===== src/rtl/seg_scan_driver_if.sv =====
// Display-side bundle of the seven-segment scan driver.
//   master : divider ticks, digit data, load strobe and blink mask in; segment/anode view out
//   slave  : the driver itself
interface seg_scan_driver_if;
  logic        fastClk;
  logic        blinkClk;
  logic [15:0] digits_in;
  logic [3:0]  digit_en_in;
  logic        load;
  logic [3:0]  blink_mask;
  logic [6:0]  seg;
  logic [3:0]  an;
  logic [1:0]  scan_idx;
  logic        frame_start;

  modport master (
    output fastClk, blinkClk, digits_in, digit_en_in, load, blink_mask,
    input  seg, an, scan_idx, frame_start
  );

  modport slave (
    input  fastClk, blinkClk, digits_in, digit_en_in, load, blink_mask,
    output seg, an, scan_idx, frame_start
  );
endinterface


===== src/rtl/seg_scan_driver.sv =====
// Four-digit multiplexed seven-segment driver with anode guard blanking,
// frame-synchronous double-buffered digit data and per-digit blink.
//   clk  : system clock
//   rst  : asynchronous active-low reset
//   bus  : slave side of seg_scan_driver_if (ticks, data, load, blink in;
//          seg/an/scan_idx/frame_start out, all registered)
module seg_scan_driver #(
  parameter int unsigned BLANK_CYCLES = 16
) (
  input  logic            clk,
  input  logic            rst,
  seg_scan_driver_if.slave bus
);

  localparam int unsigned CNT_W  = 8;
  localparam int unsigned DATA_W = 16;
  localparam int unsigned DIG_N  = 4;
  localparam int unsigned SEG_W  = 7;
  localparam int unsigned IDX_W  = 2;

  localparam logic [SEG_W-1:0] SEG_OFF = 7'h7F;
  localparam logic [DIG_N-1:0] AN_OFF  = 4'hF;

  typedef enum logic [1:0] {
    IDLE  = 2'd0,
    BLANK = 2'd1,
    DRIVE = 2'd2
  } state_t;

  state_t             state, stateNxt;
  logic               fastQ;
  logic               tick;
  logic [CNT_W-1:0]   guardCnt, guardCntNxt;
  logic [IDX_W-1:0]   scanIdx, scanIdxNxt;
  logic [DIG_N-1:0]   anQ, anNxt;
  logic [SEG_W-1:0]   segQ, segNxt;
  logic               frameStartQ, frameStartNxt;
  logic [DATA_W-1:0]  actDig, actDigNxt, pendDig, pendDigNxt;
  logic [DIG_N-1:0]   actEn, actEnNxt, pendEn, pendEnNxt;
  logic               pendingValid, pendingValidNxt;

  // Active-low {g,f,e,d,c,b,a} hex font.
  function automatic logic [SEG_W-1:0] hexDecode(input logic [3:0] v);
    logic [SEG_W-1:0] s;
    case (v)
      4'h0: s = 7'h40;
      4'h1: s = 7'h79;
      4'h2: s = 7'h24;
      4'h3: s = 7'h30;
      4'h4: s = 7'h19;
      4'h5: s = 7'h12;
      4'h6: s = 7'h02;
      4'h7: s = 7'h78;
      4'h8: s = 7'h00;
      4'h9: s = 7'h10;
      4'hA: s = 7'h08;
      4'hB: s = 7'h03;
      4'hC: s = 7'h46;
      4'hD: s = 7'h21;
      4'hE: s = 7'h06;
      default: s = 7'h0E;
    endcase
    return s;
  endfunction

  // Segment pattern for one digit, including enable and live blink blanking.
  function automatic logic [SEG_W-1:0] digitSeg(
    input logic [DATA_W-1:0] dig,
    input logic [DIG_N-1:0]  en,
    input logic [IDX_W-1:0]  idx,
    input logic [DIG_N-1:0]  mask,
    input logic              blink
  );
    logic [SEG_W-1:0] s;
    if (!en[idx] || (mask[idx] && blink)) s = SEG_OFF;
    else                                  s = hexDecode(dig[{idx, 2'b00} +: 4]);
    return s;
  endfunction

  assign tick = bus.fastClk & ~fastQ;

  // Next-state, buffer and output computation.
  always_comb begin
    stateNxt        = state;
    guardCntNxt     = guardCnt;
    scanIdxNxt      = scanIdx;
    anNxt           = anQ;
    segNxt          = segQ;
    frameStartNxt   = 1'b0;
    actDigNxt       = actDig;
    actEnNxt        = actEn;
    pendDigNxt      = pendDig;
    pendEnNxt       = pendEn;
    pendingValidNxt = pendingValid;

    if (bus.load) begin
      pendDigNxt      = bus.digits_in;
      pendEnNxt       = bus.digit_en_in;
      pendingValidNxt = 1'b1;
    end

    case (state)
      IDLE: begin
        if (tick) begin
          stateNxt    = BLANK;
          anNxt       = AN_OFF;
          segNxt      = SEG_OFF;
          guardCntNxt = CNT_W'(BLANK_CYCLES - 1);
        end
      end

      BLANK: begin
        if (guardCnt == '0) begin
          stateNxt   = DRIVE;
          scanIdxNxt = scanIdx + IDX_W'(1);
          // Frame boundary: swap in new data; a same-cycle load bypasses pending.
          if (scanIdx == IDX_W'(DIG_N - 1)) begin
            frameStartNxt = 1'b1;
            if (bus.load) begin
              actDigNxt       = bus.digits_in;
              actEnNxt        = bus.digit_en_in;
              pendingValidNxt = 1'b0;
            end else if (pendingValid) begin
              actDigNxt       = pendDig;
              actEnNxt        = pendEn;
              pendingValidNxt = 1'b0;
            end
          end
          anNxt  = ~(DIG_N'(1) << scanIdxNxt);
          segNxt = digitSeg(actDigNxt, actEnNxt, scanIdxNxt, bus.blink_mask, bus.blinkClk);
        end else begin
          guardCntNxt = guardCnt - CNT_W'(1);
        end
      end

      DRIVE: begin
        if (tick) begin
          stateNxt    = BLANK;
          anNxt       = AN_OFF;
          segNxt      = SEG_OFF;
          guardCntNxt = CNT_W'(BLANK_CYCLES - 1);
        end else begin
          anNxt  = ~(DIG_N'(1) << scanIdx);
          segNxt = digitSeg(actDig, actEn, scanIdx, bus.blink_mask, bus.blinkClk);
        end
      end

      default: stateNxt = IDLE;
    endcase
  end

  // State, buffers and registered outputs.
  always_ff @(posedge clk or negedge rst) begin
    if (!rst) begin
      state        <= IDLE;
      fastQ        <= 1'b0;
      guardCnt     <= '0;
      scanIdx      <= IDX_W'(DIG_N - 1);
      anQ          <= AN_OFF;
      segQ         <= SEG_OFF;
      frameStartQ  <= 1'b0;
      actDig       <= '0;
      actEn        <= '0;
      pendDig      <= '0;
      pendEn       <= '0;
      pendingValid <= 1'b0;
    end else begin
      state        <= stateNxt;
      fastQ        <= bus.fastClk;
      guardCnt     <= guardCntNxt;
      scanIdx      <= scanIdxNxt;
      anQ          <= anNxt;
      segQ         <= segNxt;
      frameStartQ  <= frameStartNxt;
      actDig       <= actDigNxt;
      actEn        <= actEnNxt;
      pendDig      <= pendDigNxt;
      pendEn       <= pendEnNxt;
      pendingValid <= pendingValidNxt;
    end
  end

  assign bus.seg         = segQ;
  assign bus.an          = anQ;
  assign bus.scan_idx    = scanIdx;
  assign bus.frame_start = frameStartQ;

endmodule

===== src/flat_wrapper.sv =====
// flat-port wrapper written by rule: the top's interface ports become plain ports
module seg_scan_driver_flat 
#(
  parameter int unsigned BLANK_CYCLES = 16
)
  (clk, rst, bus_fastClk, bus_blinkClk, bus_digits_in, bus_digit_en_in, bus_load, bus_blink_mask, bus_seg, bus_an, bus_scan_idx, bus_frame_start);
  seg_scan_driver_if bus_i ();
  input  logic clk;
  input  logic rst;
  input wire logic [$bits(bus_i.fastClk)-1:0] bus_fastClk;
  input wire logic [$bits(bus_i.blinkClk)-1:0] bus_blinkClk;
  input wire logic [$bits(bus_i.digits_in)-1:0] bus_digits_in;
  input wire logic [$bits(bus_i.digit_en_in)-1:0] bus_digit_en_in;
  input wire logic [$bits(bus_i.load)-1:0] bus_load;
  input wire logic [$bits(bus_i.blink_mask)-1:0] bus_blink_mask;
  output wire logic [$bits(bus_i.seg)-1:0] bus_seg;
  output wire logic [$bits(bus_i.an)-1:0] bus_an;
  output wire logic [$bits(bus_i.scan_idx)-1:0] bus_scan_idx;
  output wire logic [$bits(bus_i.frame_start)-1:0] bus_frame_start;
  assign bus_i.fastClk = bus_fastClk;
  assign bus_i.blinkClk = bus_blinkClk;
  assign bus_i.digits_in = bus_digits_in;
  assign bus_i.digit_en_in = bus_digit_en_in;
  assign bus_i.load = bus_load;
  assign bus_i.blink_mask = bus_blink_mask;
  assign bus_seg = bus_i.seg;
  assign bus_an = bus_i.an;
  assign bus_scan_idx = bus_i.scan_idx;
  assign bus_frame_start = bus_i.frame_start;
  seg_scan_driver #(.BLANK_CYCLES(BLANK_CYCLES)) u_core (.clk(clk), .rst(rst), .bus(bus_i));
endmodule

===== config.mk =====
export PLATFORM = sky130hd
export DESIGN_NAME = seg_scan_driver_flat
export DESIGN_NICKNAME = d
export VERILOG_FILES = /design/src/rtl/seg_scan_driver_if.sv /design/src/rtl/seg_scan_driver.sv /design/src/flat_wrapper.sv
export SDC_FILE = /design/constraint.sdc
export NUM_CORES = 1
export LEC_CHECK = 0
export BUFFER_PORTS_ARGS = -buffer_cell sky130_fd_sc_hd__clkbuf_2
export CELL_PAD_IN_SITES_DETAIL_PLACEMENT = 2
export CELL_PAD_IN_SITES_GLOBAL_PLACEMENT = 2
export CORE_ASPECT_RATIO = 2
export CORE_UTILIZATION = 41
export CTS_CLUSTER_DIAMETER = 80
export DETAILED_ROUTE_END_ITERATION = 8
export PLACE_DENSITY_LB_ADDON = 0.12
export RECOVER_POWER = 50
export SETUP_SLACK_MARGIN = 0.2
export SLEW_MARGIN = 25
export SYNTH_ARGS = -nofsm -noshare
export SYNTH_HDL_FRONTEND = slang
export SYNTH_SLANG_ARGS = --single-unit
export TNS_END_PERCENT = 10

===== constraint.sdc =====
create_clock -name clk -period 6.37 [get_ports clk]
set_clock_uncertainty 0.2 [all_clocks]
set_input_delay 0.3185 -clock clk [delete_from_list [all_inputs] [get_ports clk]]
set_output_delay 0.3185 -clock clk [all_outputs]
set_load 0.005 [all_outputs]

==> reports/qor.log, run 1 <==
[placement] Detailed Place HPWL 9600 µm
[timing] Setup TNS 0 ns
[detailed_routing] Vias per Instance 5.90
[clocking] TritonCTS clock tree yes
[floorplanning] die footprint 11000 µm²
[cells_and_area] area added between synthesis and finish 13.6%
[flow_run] max-cap check violation count 2
[cells_and_area] total number of nets in the final design 523
[pwr] worst vdd rail ir drop 0.146 mV
[cells_and_area] # diodes 0
[worst_setup_path] critical register-to-register path startpoint u_core.bus.scan_idx[0]
[global_routing] global-route met3 utilization 3.70%
[timing] highest attainable clock frequency 237 MHz
[placement] last weighted congestion value of the routability-driven placer 0.865
[detailed_routing] number of vias after detailed routing 3594
[worst_setup_path] type of destination of the critical path register
[cells_and_area] layout cells sized above 1 21.7%
[timing] Setup WS post-layout 2.16 ns
[synth] number of instances in the synthesized netlist 438
[placement] standard cell area after detailed placement 4580 µm²
[pwr] leak pwr 0.00213 µW
[clocking] CTS root buffer clkbuf_16
[synth] synthesized cell area 4310 µm²
[status] violated checks capacitance limit, slew limit
[global_routing] global route overflow 0
[worst_setup_path] Setup Crit Path Kind in -> reg
[worst_setup_path] arrival time of data at the critical path endpoint 4.28 ns
[synth] Seq/Total Area, Yosys 38.7%
[placement] number of port buffers 42
[timing] Worst-Margin Slew 3.71 ns
[timing] setup violators final 0
[pwr] Pwr Density 293 nW/µm²
[detailed_routing] routed wire length 12700 µm
[timing] Final Critical Period 4.21 ns
[detailed_routing] initial detailed-routing violation count 130
[detailed_routing] final routed wire length divided by cell count 20.8 µm
[timing] tightest slew margin relative to the limit -147%
[worst_setup_path] Max Fanout on Critical Path 52
[worst_setup_path] worst-case register-to-register setup slack 2.52 ns
[placement] Place WS 2.60 ns
[floorplanning] row count 52
[synth] synthesized netlist net count 492
[detailed_routing] TritonRoute pass-1 iters 4
[clocking] count of clock tree sinks 66
[global_routing] vias in the first global route 4112
[clocking] Clock Pin Slew Worst Setup and Hold Paths 0.06 ns
[floorplanning] Horiz. Die Dim 74.5 µm
[detailed_routing] final antenna-violating net count 0
[worst_setup_path] crit path from bus_load
[cells_and_area] share of the core filled with cells in the final layout 48.3%
[global_routing] global routing's busiest layer met2
[placement] number of cells after detailed placement 592
[cells_and_area] count of fill cells added during filler insertion 1136
[clocking] number of clock buffers inserted by TritonCTS 9
[global_routing] largest net degree at the start of global routing 67
[timing] Final period util 66.2%
[worst_setup_path] reg2reg path depth 11
[cells_and_area] most common cell after layout, fill and taps aside dfrtp_1
[synth] count of distinct cell types in the synthesized netlist 57
[clocking] number of instances resized during post-cts repair 0
[timing] setup repair after global routing missed its margin no
[floorplanning] number of top-level pins 43
[synth] mean instance size in the synthesized netlist 9.85 µm²
[clocking] number of buffers on the longest clock path 2
[floorplanning] Core ar. 10100 µm²
[global_routing] global-route track usage on met2 47.0%
[cells_and_area] top library cells by usage in the layout, fill and taps aside dfrtp_1 (53), clkbuf_2 (38), o21ai_0 (36)
[global_routing] first-pass GRT wire length 20900 µm
[floorplanning] effective utilization at floorplan 42.5%
[timing] final slew viol count 120
[global_routing] total routing resource utilization after global routing 25.4%
[clocking] hold bufs inserted after CTS 1
[worst_setup_path] kind of launch point of the worst setup path input port
[cells_and_area] Finished Layout Cells 609
[worst_setup_path] data required time of the worst path 6.44 ns
[status] run status complete, but fails checks
[min_path] Hold Path Class in -> reg
[global_routing] met1 GRT Util 26.2%
[synth] Seq cells post-synth 66
[timing] number of failing hold endpoints at the final stage 0
[detailed_routing] DRC errors left 0
[global_routing] antenna violations before repair 0
[worst_setup_path] reg2reg end u_core.bus.seg[3]
[cells_and_area] cell area after layout 4900 µm²
[clocking] htree depth 3
[worst_setup_path] destination of the critical timing path u_core.bus.seg[3]
[floorplanning] die outline height 147 µm
[clocking] insertion delay of the later-clocked pin in the worst-skew pair 0.33 ns
[synth] Synth Warn # 0
[clocking] number of post-CTS setup repair buffers 0
flip-flops by register name, summed over array words and instances, names as in the netlist, 2 cells and up:
name / cells
u_core.bus.an: 4
u_core.actDig: 16
u_core.bus.scan_idx: 2
u_core.pendEn: 4
u_core.pendDig: 16
u_core.bus.seg: 7
u_core.actEn: 4
u_core.state: 2
u_core.guardCnt: 8
where the power goes:
part | internal, µW | total (µW) | switching (µW)
clock network | 342 | 530 | 188
registers | 504 | 555 | 50.2
logic | 140 | 351 | 211
cell families after synthesis:
group                      share of synthesized area (%)
AOI/OAI and AO/OA                                   21.5
xor gates and xnor gates                            1.02
adders and majority gates                           7.25
buffers and inverters                               4.84
DFF                                                 38.7
muxes                                               10.2
and+or+nand+nor                                     16.5
cells in the mapped netlist, drive strengths merged:
library cell	count	area share (%)
or3	2	0.41
nor2	31	2.7
dfrtp	53	31
o31ai	2	0.35
nor3	3	0.35
a21boi	2	0.35
a211oi	5	0.87
o2111ai	8	1.6
clkinv	1	0.087
xnor2	4	0.81
or4	1	0.26
o21ai	40	4.6
mux4	8	4.3
a221o	3	0.70
a211o	2	0.41
o2bb2ai	5	1.0
o221ai	1	0.20
mux2	18	4.8
dfstp	13	7.9
nor2b	15	2.2
o22ai	9	1.3
nand3b	9	1.6
or4bb	5	1.3
a31oi	3	0.44
nor3b	5	0.99
o22a	1	0.20
nand3	5	0.58
clkbuf	11	0.96
buf	16	2.2
o21a	2	0.35
nand2b	6	0.87
and2	3	0.44
mux2i	5	1.2
ha	25	7.3
o211ai	13	2.3
nand4	3	0.58
a21oi	25	3.2
nand2	33	2.9
a21o	11	1.9
nand4bb	3	0.78
nor4	2	0.64
xor2	1	0.20
a221oi	7	1.7
inv	18	1.6
cell type report:
cell class	instances	area, µm²	share of cell area [%]
Timing Repair Buffer	47	243	4.96
Inverter	19	71.3	1.46
Clock buffer	11	233	4.75
Clock inverter	5	78.8	1.61
Tap cell	135	169	3.45
Multi-Input combinational cell	326	2440	49.7
Sequential cell	66	1670	34.0
how the worst min path moves through the flow:
stage	startpoint	to	slack (ns)	depth (start not counted)
after floorplan	rst	u_core.actDig[0]	-0.18	0
after global placement	bus_fastClk	u_core.fastQ	0.24	1
after detailed placement	bus_fastClk	u_core.fastQ	0.25	1
after CTS	bus_digits_in[12]	u_core.pendDig[12]	0.01	2
after global routing	bus_digits_in[12]	u_core.pendDig[12]	0.01	2
final	bus_digits_in[12]	u_core.pendDig[12]	0.02	2
per-layer routing:
layer  share of wire, %  wire length (µm)
met2                 57              7180
met1                 37              4630
met3                2.3               296
met5                  0                 0
met4                4.4               563
metrics by stage:
stage	hold slack (ns)	power, µW
after floorplan	-0.177	777
after global placement	0.244	890
after detailed placement	0.251	914
after CTS	0.0101	1450
after global routing	0.0129	1510
final	0.0153	1440
critical path, stage by stage:
cell and delay (ns):
clkbuf_1 1.43, nand2b_1 0.44, o22ai_1 0.19, o2bb2ai_1 0.18, mux4_2 0.59, inv_1 0.14, ha_1 0.25, nor2_1 0.07
a211o_1 0.29, a31oi_1 0.21, o22a_1 0.16
Note: power is estimated with default switching activity, not from simulation.
==> inputs of run 2 (changes only) <==
--- a/config.mk
+++ b/config.mk
@@ -9,7 +9,7 @@
 export CELL_PAD_IN_SITES_DETAIL_PLACEMENT = 2
 export CELL_PAD_IN_SITES_GLOBAL_PLACEMENT = 2
 export CORE_ASPECT_RATIO = 2
-export CORE_UTILIZATION = 41
+export CORE_UTILIZATION = 34
 export CTS_CLUSTER_DIAMETER = 80
 export DETAILED_ROUTE_END_ITERATION = 8
 export PLACE_DENSITY_LB_ADDON = 0.12
==> constraint.sdc (replaced) <==
create_clock -name clk -period 3.8 [get_ports clk]
set_clock_uncertainty 0.2 [all_clocks]
set_input_delay 0.19 -clock clk [delete_from_list [all_inputs] [get_ports clk]]
set_output_delay 0.19 -clock clk [all_outputs]
set_load 0.005 [all_outputs]
==> reports/qor.log, run 2 (synthesis gave the netlist of run 1 again) <==
[placement] Detailed Place HPWL 10100 µm [+5.2%]
[global_routing] first-pass GRT wire length 22200 µm [+5.8%]
[pwr] sequential group share of total power 39.0% [+0.4 points]
[floorplanning] die outline height 161 µm [+9.7%]
[pwr] final total power 2330 µW [+62%]
[global_routing] total routing resource utilization after global routing 22.5% [-2.9 points]
[detailed_routing] final antenna-violating net count 0 [unchanged]
[detailed_routing] initial detailed-routing violation count 110 [-15%]
[detailed_routing] number of vias after detailed routing 3747 [+4.3%]
[worst_setup_path] type of destination of the critical path register
[min_path] startpoint of the tightest hold check path bus_load
[pwr] portion of total power attributed to combinational logic 27.2% [+2.8 points]
[clocking] insertion delay of the later-clocked pin in the worst-skew pair 0.33 ns [about the same]
[detailed_routing] DRC errors left 0 [unchanged]
[detailed_routing] Vias per Instance 5.75 [-2.6%]
[pwr] clock group share of total power 33.8% [-3.1 points]
[timing] Worst-Margin Slew 1.86 ns [-1.85 ns]
[worst_setup_path] reg2reg path depth 12 [+1]
[worst_setup_path] crit path from u_core.bus.scan_idx[1]
[placement] last weighted congestion value of the routability-driven placer 0.838 [-3.2%]
[clocking] Clock Pin Slew Worst Setup and Hold Paths 0.05 ns [about the same]
[timing] tightest slew margin relative to the limit -24.2% [+120 points]
[timing] number of failing hold endpoints at the final stage 0 [unchanged]
[status] violated checks capacitance limit, slew limit
[detailed_routing] routed wire length 13300 µm [+5.3%]
[global_routing] antenna violations before repair 0 [unchanged]
[pwr] Pwr Density 452 nW/µm² [+54%]
[clocking] CTS root buffer clkbuf_16
[timing] Setup TNS 0 ns [unchanged]
[worst_setup_path] critical register-to-register path startpoint u_core.bus.scan_idx[1]
[cells_and_area] top library cells by usage in the layout, fill and taps aside dfrtp_1 (53), o21ai_0 (36), nand2_1 (33)
[clocking] count of clock tree sinks 66 [unchanged]
[timing] setup violators final 0 [unchanged]
[floorplanning] effective utilization at floorplan 35.2% [-7.3 points]
[pwr] net switching power of the design 777 µW [+73%]
[clocking] htree depth 3 [unchanged]
[pwr] net switching fraction of the power 33.4% [+2.1 points]
[cells_and_area] # diodes 0 [unchanged]
[min_path] Hold Path Class in -> reg
[cells_and_area] layout cells sized above 1 19.8% [-1.9 points]
[timing] Final period util 88.3%
[clocking] TritonCTS clock tree yes
[worst_setup_path] Setup Crit Path Kind reg -> reg
[min_path] cell count of the worst hold path 3 [+1]
[detailed_routing] TritonRoute pass-1 iters 4 [unchanged]
[worst_setup_path] Max Fanout on Critical Path 11 [-79%]
[pwr] Power Internal 1550 µW [+57%]
[global_routing] vias in the first global route 4138 [+0.63%]
[floorplanning] Horiz. Die Dim 81.6 µm [+9.5%]
[placement] number of port buffers 42 [unchanged]
[floorplanning] row count 57 [+9.6%]
[timing] highest attainable clock frequency 298 MHz
[worst_setup_path] arrival time of data at the critical path endpoint 3.41 ns [-0.87 ns]
[detailed_routing] final routed wire length divided by cell count 20.4 µm [-1.7%]
[cells_and_area] total number of nets in the final design 554 [+5.9%]
[clocking] number of buffers on the longest clock path 2 [unchanged]
[status] run status complete, but fails checks
[floorplanning] number of top-level pins 43 [unchanged]
[pwr] leak pwr 0.00220 µW [+3.5%]
[timing] Final Critical Period 3.36 ns
[timing] final slew viol count 33 [-73%]
[worst_setup_path] data required time of the worst path 3.86 ns [-2.58 ns]
[global_routing] largest net degree at the start of global routing 41 [-39%]
[timing] Worst Hold Margin 0.0793 ns [+0.0639 ns]
[floorplanning] Core ar. 12300 µm² [+21%]
[cells_and_area] area added between synthesis and finish 19.3%
[cells_and_area] top flop regs u_core.actDig (16), u_core.pendDig (16), u_core.guardCnt (8)
[floorplanning] die footprint 13200 µm² [+20%]
[global_routing] global route overflow 0 [unchanged]
[cells_and_area] most common cell after layout, fill and taps aside dfrtp_1
[clocking] number of clock buffers inserted by TritonCTS 9 [unchanged]
[pwr] worst vdd rail ir drop 0.217 mV [+48%]
[flow_run] max-cap check violation count 1 [-1]
[timing] setup repair after global routing missed its margin no
[cells_and_area] count of fill cells added during filler insertion 1369 [+21%]
[worst_setup_path] kind of launch point of the worst setup path register
==> run 2: changes by cell type in the layout (fill, tap and decap cells not counted), sizes merged <==
cell         previous run  this run
clkinvlp                0         2
clkbuf                 53        55
buf                     4        12
bufinv                  2         0
dlygate4sd3             1        22
==> run 2: critical path, cell delays in order, from the launching register on <==
cell and delay (ns):
dfstp_2 0.54, buf_4 0.22, inv_1 0.15, ha_2 0.45, nor2b_2 0.27, o211ai_1 0.12, nand4_1 0.27, inv_1 0.13
ha_1 0.33, a21oi_1 0.16, a21o_1 0.14, a31oi_1 0.04, a211o_1 0.27
==> run 2: final cells by class <==
cell class / instances / area, µm² / area share, %
Multi-Input combinational cell: 326 / 2440 / 47.4
Sequential cell: 66 / 1670 / 32.4
Timing Repair Buffer: 78 / 509 / 9.90
Clock buffer: 11 / 243 / 4.72
Tap cell: 147 / 184 / 3.57
Inverter: 19 / 71.3 / 1.39
Clock inverter: 5 / 30.0 / 0.584
==> run 2: power groups by stage <==
stage / combinational, µW / clock, µW / sequential (µW)
finish: 634 / 787 / 907
global route: 714 / 829 / 924
CTS: 657 / 807 / 915
detailed placement: 634 / 0 / 927
global placement: 611 / 0 / 923
floorplan: 389 / 0 / 914
==> run 2: through the flow <==
stage | util [%] | cell area [µm²] | std cells | setup WS, ns
4_1_cts | 42.0 | 5150 | 650 | 0.266
6_report | 42.0 | 5150 | 652 | 0.444
2_1_floorplan | - | 4310 | 438 | 0.763
3_3_place_gp | 38.0 | 4660 | 612 | 0.306
5_1_grt | 42.0 | 5150 | 652 | 0.237
3_5_place_dp | 38.0 | 4660 | 612 | 0.282
==> run 2: routing by layer <==
| layer | up-vias | wire, µm | global-route usage (%) |
|---|---|---|---|
| li1 | 1736 | - | - |
| met1 | 1910 | 4960 | 24.0 |
| met2 | 69 | 7560 | 41.7 |
| met3 | 32 | 258 | 2.49 |
| met4 | 0 | 555 | 11.3 |
| met5 | - | 0 | 0 |
==> run 2: what timing repair did <==
item	CTS	global route
gates resized for setup	0	2
setup buffers	0	2
hold endpoints to repair	43	0
endpoints found under the setup margin	0	4
hold buffers	22	0
==> run 2: final timing paths <==
kind | endpoint | slack, ns
setup / recovery | u_core.bus.seg[1] | 0.44
hold / removal | u_core.pendingValid | 0.08
setup reg to reg | u_core.bus.seg[1] | 0.44
hold reg to reg | u_core.pendDig[11] | 0.30
max in group asynchronous | u_core.bus.seg[5] | 1.44
min in group asynchronous | u_core.fastQ | 0.70
==> inputs of run 3 (changes only) <==
--- a/config.mk
+++ b/config.mk
@@ -9,12 +9,14 @@
 export CELL_PAD_IN_SITES_DETAIL_PLACEMENT = 2
 export CELL_PAD_IN_SITES_GLOBAL_PLACEMENT = 2
 export CORE_ASPECT_RATIO = 2
+export CORE_MARGIN = 5
 export CORE_UTILIZATION = 34
 export CTS_CLUSTER_DIAMETER = 80
 export DETAILED_ROUTE_END_ITERATION = 8
 export PLACE_DENSITY_LB_ADDON = 0.12
-export RECOVER_POWER = 50
+export RECOVER_POWER = 100
 export SETUP_SLACK_MARGIN = 0.2
+export SKIP_LAST_GASP = 1
 export SLEW_MARGIN = 25
 export SYNTH_ARGS = -nofsm -noshare
 export SYNTH_HDL_FRONTEND = slang
==> reports/qor.log, run 3 (synthesis gave the netlist of run 1 again) <==
[clocking] TritonCTS clock tree yes
[worst_setup_path] reg2reg path depth 12 [unchanged]
[worst_setup_path] Setup Crit Path Kind reg -> reg
[global_routing] largest net degree at the start of global routing 41 [unchanged]
[cells_and_area] top flop regs u_core.actDig (16), u_core.pendDig (16), u_core.guardCnt (8)
[worst_setup_path] data required time of the worst path 3.86 ns [about the same]
[worst_setup_path] type of destination of the critical path register
[clocking] Clock Pin Slew Worst Setup and Hold Paths 0.05 ns [about the same]
[floorplanning] number of top-level pins 43 [unchanged]
[timing] number of failing hold endpoints at the final stage 0 [unchanged]
[clocking] number of buffers on the longest clock path 2 [unchanged]
[timing] Worst-Margin Slew 2.32 ns [+0.456 ns]
[clocking] CTS root buffer clkbuf_16
[detailed_routing] initial detailed-routing violation count 46 [-58%]
[worst_setup_path] Max Fanout on Critical Path 11 [unchanged]
[detailed_routing] DRC errors left 0 [unchanged]
[timing] setup violators final 0 [unchanged]
[cells_and_area] area added between synthesis and finish 17.6%
[global_routing] antenna violations before repair 0 [unchanged]
[detailed_routing] routed wire length 13100 µm [-1.8%]
[worst_setup_path] worst-case register-to-register setup slack 0.41 ns [-0.03 ns]
[min_path] Hold Path Class reg -> reg
[clocking] insertion delay of the later-clocked pin in the worst-skew pair 0.34 ns [about the same]
[pwr] final total power 2300 µW [-1.2%]
[placement] Detailed Place HPWL 10000 µm [-0.86%]
[placement] last weighted congestion value of the routability-driven placer 0.768 [-8.3%]
[status] run status complete, but fails checks
[clocking] count of clock tree sinks 66 [unchanged]
[detailed_routing] number of vias after detailed routing 3658 [-2.4%]
[status] violated checks capacitance limit, slew limit
[timing] final slew viol count 41 [+24%]
[worst_setup_path] reg2reg end u_core.bus.seg[1]
[timing] tightest slew margin relative to the limit -54.6% [-30 points]
[worst_setup_path] crit path from u_core.bus.scan_idx[1]
[global_routing] global route overflow 0 [unchanged]
[global_routing] total routing resource utilization after global routing 18.3% [-4.2 points]
[cells_and_area] most common cell after layout, fill and taps aside dfrtp_1
[pwr] clock group share of total power 34.1% [+0.3 points]
[detailed_routing] Vias per Instance 5.65 [-1.8%]
[pwr] portion of total power attributed to combinational logic 26.5% [-0.7 points]
[pwr] worst vdd rail ir drop 0.218 mV [+0.59%]
[timing] setup repair after global routing missed its margin yes
[timing] Final period util 89.2% [+0.85 points]
[detailed_routing] TritonRoute pass-1 iters 6 [+2]
[floorplanning] Core ar. 12600 µm² [+2.3%]
[worst_setup_path] destination of the critical timing path u_core.bus.seg[1]
[pwr] net switching power of the design 752 µW [-3.3%]
[pwr] leak pwr 0.00217 µW [-1.5%]
[floorplanning] die outline height 169 µm [+5.0%]
[timing] highest attainable clock frequency 295 MHz [-0.95%]
[global_routing] vias in the first global route 4118 [-0.48%]
[clocking] number of clock buffers inserted by TritonCTS 9 [unchanged]
[pwr] sequential group share of total power 39.4% [+0.4 points]
[worst_setup_path] critical register-to-register path startpoint u_core.bus.scan_idx[1]
[floorplanning] die footprint 15200 µm² [+15%]
[cells_and_area] total number of nets in the final design 548 [-1.1%]
[timing] Final Critical Period 3.39 ns [+0.0322 ns]
[pwr] net switching fraction of the power 32.7% [-0.70 points]
[floorplanning] Horiz. Die Dim 89.6 µm [+9.8%]
[pwr] Pwr Density 453 nW/µm² [+0.21%]
[timing] Setup TNS 0 ns [unchanged]
[floorplanning] effective utilization at floorplan 34.4% [-0.81 points]
[detailed_routing] final antenna-violating net count 0 [unchanged]
[placement] number of port buffers 42 [unchanged]
[clocking] htree depth 3 [unchanged]
[cells_and_area] # diodes 0 [unchanged]
[worst_setup_path] kind of launch point of the worst setup path register
[floorplanning] row count 58 [+1.8%]
[cells_and_area] layout cells sized above 1 16.7% [-3.1 points]
[global_routing] first-pass GRT wire length 21300 µm [-4.0%]
[pwr] Power Internal 1550 µW [-0.19%]
[worst_setup_path] arrival time of data at the critical path endpoint 3.45 ns [+0.04 ns]
[flow_run] max-cap check violation count 1 [unchanged]
[detailed_routing] final routed wire length divided by cell count 20.2 µm [-1.2%]
[cells_and_area] top library cells by usage in the layout, fill and taps aside dfrtp_1 (53), o21ai_0 (38), nand2_1 (33)
run 3: cell types whose count changed in the layout (fill, tap and decap cells not counted), sizes merged:
cell,delta
buf,-7
clkbuf,+2
clkinvlp,-2
run 3: area by class of cell:
| class | count | area, µm² |
|---|---|---|
| clock buffers | 12 | 256 |
| repair buffers | 72 | 464 |
| inverters | 19 | 71.3 |
| clock inverters | 3 | 15.0 |
| well taps | 150 | 188 |
| fillers | 1394 | 7480 |
| multi-input cells | 326 | 2410 |
| flip-flops and latches | 66 | 1670 |
run 3: stage by stage:
stage / setup slack [ns] / hold WS (ns) / cells / cell area [µm²] / utilization (%)
global route: 0.0939 / 0.317 / 648 / 5070 / 40.4
detailed placement: 0.365 / 0.122 / 611 / 4630 / 36.9
global placement: 0.398 / 0.115 / 611 / 4630 / 36.9
finish: 0.412 / 0.299 / 648 / 5070 / 40.4
CTS: 0.356 / 0.230 / 648 / 5120 / 40.8
floorplan: 0.763 / -0.306 / 438 / 4310 / -
run 3: worst min-delay path by stage:
stage | from | end | slack (ns) | cells after the start
final | u_core.pendDig[3] | u_core.pendDig[3] | 0.30 | 1
after global routing | u_core.pendDig[14] | u_core.pendDig[14] | 0.32 | 1
after CTS | bus_load | u_core.pendDig[0] | 0.23 | 2
after floorplan | rst | u_core.actDig[0] | -0.31 | 0
after detailed placement | bus_fastClk | u_core.fastQ | 0.12 | 1
after global placement | bus_fastClk | u_core.fastQ | 0.11 | 1
run 3: per-layer routing:
layer | wire [µm] | up-vias | track usage (%)
met2 | 7600 | 57 | 35.3
li1 | - | 1718 | -
met5 | 0 | - | 0
met3 | 333 | 21 | 2.67
met4 | 362 | 0 | 6.87
met1 | 4780 | 1862 | 18.9
run 3: what timing repair did:
item / in CTS / in global routing
endpoints found under the setup margin: 0 / 3
hold endpoints to repair: 49 / 0
hold buffers: 22 / 0
resized for setup: 0 / 1
setup buffers: 0 / 0
run 3: critical path, stage by stage, from the launching register on:
cell	delay (ns)
dfstp_2	0.53
buf_4	0.20
inv_1	0.11
ha_1	0.45
nor2b_1	0.37
o211ai_1	0.15
nand4_1	0.23
inv_1	0.13
ha_1	0.33
a21oi_1	0.14
a21o_1	0.14
a31oi_1	0.04
a211o_1	0.30
run 3: power groups by stage:
| stage | Combinational, µW | Clock (µW) | Sequential, µW |
|---|---|---|---|
| after global routing | 685 | 835 | 921 |
| after floorplan | 389 | 0 | 914 |
| final | 609 | 785 | 906 |
| after CTS | 642 | 806 | 922 |
| after global placement | 598 | 0 | 928 |
| after detailed placement | 619 | 0 | 934 |
